===== config.mk =====
export PLATFORM = sky130hd
export DESIGN_NAME = wb_regfile
export DESIGN_NICKNAME = d
export VERILOG_FILES = /design/src/rtl/wb_regfile.sv
export SDC_FILE = /design/constraint.sdc
export NUM_CORES = 2
export LEC_CHECK = 0
export ABC_CLOCK_PERIOD_IN_PS = 5400
export CORE_MARGIN = 8
export CORE_UTILIZATION = 30
export DETAILED_ROUTE_END_ITERATION = 10
export GPL_ROUTABILITY_DRIVEN = 0
export PLACE_DENSITY_LB_ADDON = 0.08
export SYNTH_ARGS = -nofsm -noshare
export SYNTH_HDL_FRONTEND = slang
export SYNTH_SLANG_ARGS = --single-unit

===== constraint.sdc =====
create_clock -name clk_i -period 5.4 [get_ports clk_i]
set_clock_uncertainty 0.15 [all_clocks]
set_input_delay 1.08 -clock clk_i [delete_from_list [all_inputs] [get_ports clk_i]]
set_output_delay 1.08 -clock clk_i [all_outputs]
set_load 0.005 [all_outputs]

===== src/rtl/wb_regfile.sv =====
// rtl/wb_regfile.sv - write-back pipeline register and forwarding integer register file
module wb_regfile #(
  parameter int DATA_WIDTH = 32,
  parameter int REG_NUM    = 32,
  parameter int EX_FWD_EN  = 1
) (
  input  logic                  clk_i,
  input  logic                  rst_n_i,
  input  logic [31:0]           inst_i,
  input  logic                  reg_we_i,
  input  logic [DATA_WIDTH-1:0] reg_wdata_i,
  input  logic                  hold_i,
  input  logic                  flush_i,
  input  logic [4:0]            raddr1_i,
  input  logic [4:0]            raddr2_i,
  output logic [DATA_WIDTH-1:0] rdata1_o,
  output logic [DATA_WIDTH-1:0] rdata2_o,
  output logic                  wb_valid_o,
  output logic [4:0]            wb_rd_o,
  output logic [31:0]           commit_cnt_o
);

  logic [DATA_WIDTH-1:0] regs_q [REG_NUM];
  logic                  wb_we_q;
  logic [4:0]            wb_rd_q;
  logic [DATA_WIDTH-1:0] wb_data_q;
  logic [31:0]           commit_cnt_q;

  logic [4:0] ex_rd;
  logic       ex_fwd_ok;
  logic       unused_inst;

  assign ex_rd       = inst_i[11:7];
  assign unused_inst = ^{inst_i[31:12], inst_i[6:0]};
  assign ex_fwd_ok   = (EX_FWD_EN != 0) && reg_we_i && !flush_i;

  always_ff @(posedge clk_i) begin
    if (!rst_n_i) begin
      for (int i = 0; i < REG_NUM; i++) begin
        regs_q[i] <= '0;
      end
      wb_we_q      <= 1'b0;
      wb_rd_q      <= '0;
      wb_data_q    <= '0;
      commit_cnt_q <= '0;
    end else begin
      if (wb_we_q) begin
        regs_q[wb_rd_q] <= wb_data_q;
        commit_cnt_q    <= commit_cnt_q + 32'd1;
      end
      if (flush_i) begin
        wb_we_q   <= 1'b0;
        wb_rd_q   <= '0;
        wb_data_q <= '0;
      end else if (hold_i) begin
        // the held write has just committed on this edge; don't commit it again
        wb_we_q <= 1'b0;
      end else begin
        wb_we_q   <= reg_we_i && (ex_rd != 5'd0);
        wb_rd_q   <= ex_rd;
        wb_data_q <= reg_wdata_i;
      end
    end
  end

  // newest value wins: execute, then write-back, then the array
  always_comb begin
    rdata1_o = regs_q[raddr1_i];
    if (raddr1_i == 5'd0) begin
      rdata1_o = '0;
    end else if (ex_fwd_ok && ex_rd == raddr1_i) begin
      rdata1_o = reg_wdata_i;
    end else if (wb_we_q && wb_rd_q == raddr1_i) begin
      rdata1_o = wb_data_q;
    end
  end

  always_comb begin
    rdata2_o = regs_q[raddr2_i];
    if (raddr2_i == 5'd0) begin
      rdata2_o = '0;
    end else if (ex_fwd_ok && ex_rd == raddr2_i) begin
      rdata2_o = reg_wdata_i;
    end else if (wb_we_q && wb_rd_q == raddr2_i) begin
      rdata2_o = wb_data_q;
    end
  end

  assign wb_valid_o   = wb_we_q;
  assign wb_rd_o      = wb_rd_q;
  assign commit_cnt_o = commit_cnt_q;

endmodule

Word level (Yosys, flattened, before mapping)
Memories as Yosys holds them, arrays and structs flattened. Index checks and enable logic that the tools add are counted.

Input port bits: 79. Output and inout port bits: 102. Flip-flop bits (word level): 70. Memories kept: 1. RAM bits: 1024. Word-level logic and storage cells: 37.

Equal/unequal tests: 4. Multiplexer cells: 13. Bitwise logic cells: 1. Reduce and logical (&&, ||, !) cells: 13. Add/sub/neg operators: 1.

Memories: regs_q (depth 32, bits a word 32, rd ports 2, clocked after Yosys merged registers in 0, wr ports 32, RTL line 23) `logic [DATA_WIDTH-1:0] regs_q [REG_NUM];`.

Operators by type and width (count): 2-to-1 mux 32 bit (7); adder 32 x 1 -> 32 bit, second input constant (1); OR reduction 32 bit (1); == test 5 bit (4); zero test 5 bit (2); logical AND 1 bit (6); 2-to-1 mux 1 bit (5); 2-to-1 mux 5 bit (1); nonzero test 5 bit (1); OR reduction 3 bit (1); OR reduction 2 bit (1); zero test 1 bit (1); NOT 1 bit (1).

Depth between registers and ports, before layout
Depth after elaboration: 5. Depth in mapped cells: 10. Depth with buffers taken out: 5.

Worst setup path before layout
No wires, ideal clock.

Path type: in2reg. Start: in rst_n_i. End: mem regs_q[24][0] (enable). Stages on the path: 5. Setup time: 466 ps. Required time: 4784 ps. Setup slack: 692 ps. Data arrival time: 4092 ps. Path buffers: 2. Path through: nand2_1 -> or3_1 -> clkbuf_1 -> clkbuf_1 -> o21ai_0.

RTL lines: start: declaration (RTL line 8) `input logic rst_n_i,`; end: declaration (RTL line 23).

Final worst setup path
Start: in raddr1_i[1]. End: out rdata1_o[17].

Word-level cells in the longest chain between the ends: 5. Elaborated cells on any way between the ends: 9. Classes of those cells: eq/ne: 2; mux: 3; reduce/logical: 3; memory: 1.

RTL lines: start: declaration (RTL line 14) `input logic [4:0] raddr1_i,`; branches (longest 4 deep; another with memory read (32 x 32 bit)); 2-to-1 mux 32 bit (*) (RTL line 69) `if (raddr1_i == 5'd0) begin`; end: declaration (RTL line 16) `output logic [DATA_WIDTH-1:0] rdata1_o,`.

Mark *: on every way between the ends.

==> qor.csv <==
metric,value,unit
Placed Area,0.06705,mm²
clock root cell,clkbuf_16,
Hold Path End,wb_data_q[27],
# fillers,19310,
layout cells sized above 1,17.53,%
HPWL after DPL,172.5,mm
clock latency on the worst-skew pair,0.79,ns
Final period util,100.6,%
TritonCTS sink count,1094,
CP endpoint kind,primary output,
FF-to-FF path depth,6,
Die ar.,0.2137,mm²
nets@finish,5061,
RR Endpoint,regs_q[2][3],
port bufs,153,
vias in the first global route,41440,
GRT overflow,0,
synthesized flop and latch total,1094,
first-pass GRT wire length,352.1,mm
critical path class,in -> out,
area delta synth->final,19.43,%
Synth area leaders,"edfxtp_1 (51%), mux2i_1 (12%), and2_1 (11%), mux4_2 (6.6%), o22ai_1 (2.5%)",
largest area contributor in the netlist,edfxtp_1,
TritonRoute pass-1 iters,6,
Reg area,0.03215,mm²
"Arr. time, crit path",4.20,ns
cts hold-fix bufs,0,
largest net degree at the start of global routing,47,
"Net Count, Synth",4840,
DRC violations left,0,
Synth top area share,51.47,%
number of synthesized flops with an enable pin,1024,
Std-Cell Rows,164,
Syn Area/Cell,12.55,µm²
"Reg clk slew, reported paths",0.06,ns
power density cells,294.3,mW/mm²
maximum VDD drop,331.2,µV
via/cell ratio,5.356,
Top-Level Pins,181,
Ys Warns,0,
failing checks,negative setup slack,
Slew @ Worst Pin,1.132,ns
Reg-to-Reg Start,wb_valid_o,
leakage,0.02673,µW
Routed Antenna Nets,0,
Mapped Area,0.05974,mm²
Clock Path Buffers,3,
CTS buffer count,135,
R2R setup slack,1.99,ns
htree depth,4,
Finished Cell Area,0.07135,mm²
CP Max Fanout,38,
Hold Path Depth,2,
vias,41540,
max cap viols,0,
setup violators final,1,
Worst Hold Class,reg -> reg,
setup slack after layout,-0.03357,ns
Rel. slew slack,24.51,%
Synth Instances,4760,
initial antenna violation count,27,
status,finished with violations,
GR Util All Layers,23.54,%
Async SR Flop Fraction,0,%
Final Max Tran Viols,0,
CORE AREA,0.1988,mm²
sum of negative setup slack,-0.03357,ns
final hold slack,0.3826,ns
worst hold start,wb_data_q[27],
final core occ,35.88,%
post-synth cell types,67,
starting density of the core,30.05,%
FMAX,184.0,MHz
Die H,462.3,µm
First DRT Iteration DRCs,4169,
die width,462.3,µm
sequential fraction of the synthesis area,53.81,%
area of the multi-input gates,0.02602,mm²
Worst Setup Start Kind,input port,
WL/cell,33.30,µm
TritonCTS clock tree,yes,
post-detailed-routing wire length,258.3,mm
top_reg_cell synth,edfxtp_1,
worst setup path startpoint,raddr1_i[1],
Required @ worst endpoint,4.17,ns
post-layout min period,5.434,ns
final hold viol count,0,
-- how the worst max path moves through the flow --
stage          slack, ns       endpoint  cells after the start
3_3_place_gp       -0.23    rdata1_o[7]                      8
2_1_floorplan       0.69  regs_q[24][0]                      5
6_report           -0.03   rdata1_o[17]                     10
4_1_cts             0.01   rdata2_o[15]                     10
5_1_grt          -0.0004   rdata2_o[31]                     11
3_5_place_dp       -0.19    rdata1_o[7]                      8
-- metrics by stage --
step / setup slack (ns) / cells / power [µW]
floorplan: 0.6919 / 4760 / 10990
global placement: -0.2309 / 7498 / 12330
detailed placement: -0.1901 / 7498 / 12330
CTS: 0.01230 / 7742 / 21200
global route: -0.0004388 / 7745 / 21600
finish: -0.03357 / 7757 / 21000
-- synthesized netlist by cell type, drive strengths merged (2+ instances only) --
library cell	instances
and2	1055
edfxtp	1024
mux2i	742
clkbuf	301
o22ai	240
buf	178
mux4	174
o21ai	166
nor2	155
nand2	121
dfxtp	70
a21oi	51
and4	41
a22oi	35
a22o	32
nand3	30
o211ai	30
nor4	27
nor3	26
nand4	25
xor2	24
xnor2	22
and3	19
a31oi	17
mux2	17
a211oi	16
a221oi	15
o21a	15
o2111a	14
nand2b	13
inv	9
nand4b	8
nand4bb	8
nor2b	8
or3	5
a21boi	3
nand3b	3
nor3b	3
or2	3
o31ai	2
or3b	2
or4	2
or4b	2
-- registers in the layout, summed over array words and instances (netlist names) --
| name | count |
|---|---|
| regs_q | 1024 |
| commit_cnt_o | 32 |
| wb_data_q | 32 |
| wb_rd_o | 5 |
| wb_valid_o | 1 |
-- logic make-up (layout without fill, tap and decap cells) --
kind of cell	after synthesis	in the layout	synth area share (%)
adder cells (fa/ha/maj)	1	1	0.02094
buffers and inverters	488	816	3.933
AO/OA/AOI/OAI	640	640	6.796
AND/OR/NAND/NOR	1558	1558	15.45
other	0	13	0
flip-flops	1094	1094	53.81
XOR/XNOR	46	46	0.6743
multiplexers	933	933	19.31
-- repair_timing --
action,in CTS,in global routing
setup endpoints to repair,6,13
gates resized for setup,7,9
cloned,0,0
buffers inserted,0,2
-- routing by layer --
metal / part of all wire [%] / vias to the layer above / track usage (%)
met1: 44 / 21670 / 32.28
met4: 2.7 / 6 / 6.250
met5: 0.019 / - / 0
met2: 47 / 1367 / 39.02
met3: 5.9 / 287 / 3.555
li1: - / 18210 / -
-- area by class of cell --
class / count / area share, %
Clock buffer: 182 / 5.206
Antenna cell: 13 / 0.04559
Inverter: 9 / 0.04735
Tap cell: 2656 / 4.658
Multi-Input combinational cell: 3178 / 36.47
Clock inverter: 62 / 0.6523
Sequential cell: 1094 / 45.06
Timing Repair Buffer: 563 / 7.865
-- critical path: stages --
cell             delay, ns
buf_8                 0.31
buf_12                0.22
buf_12                0.29
mux2i_1               0.25
o22ai_1               0.09
o21ai_0               0.76
and4_1                0.41
o21ai_1               0.11
buf_4                 0.15
clkdlybuf4s50_1       0.45
-- placed cells by master, fill, tap and decap left out, drive strengths merged, types with 52 or more instances in the layout --
master,instances
mux2i,742
nand2,121
nor2,155
buf,417
edfxtp,1024
clkbuf,183
clkdlybuf4s50,144
clkinv,52
and2,1055
mux4,174
dfxtp,70
o22ai,240
o21ai,166
-- report_power, final --
part	switching, µW	leakage, µW	internal [µW]	total (µW)
registers	158	0.0112	9500	9660
logic	1540	0.0134	969	2500
clock network	3770	0.00205	5060	8830
Note: power is estimated with default switching activity, not from simulation.
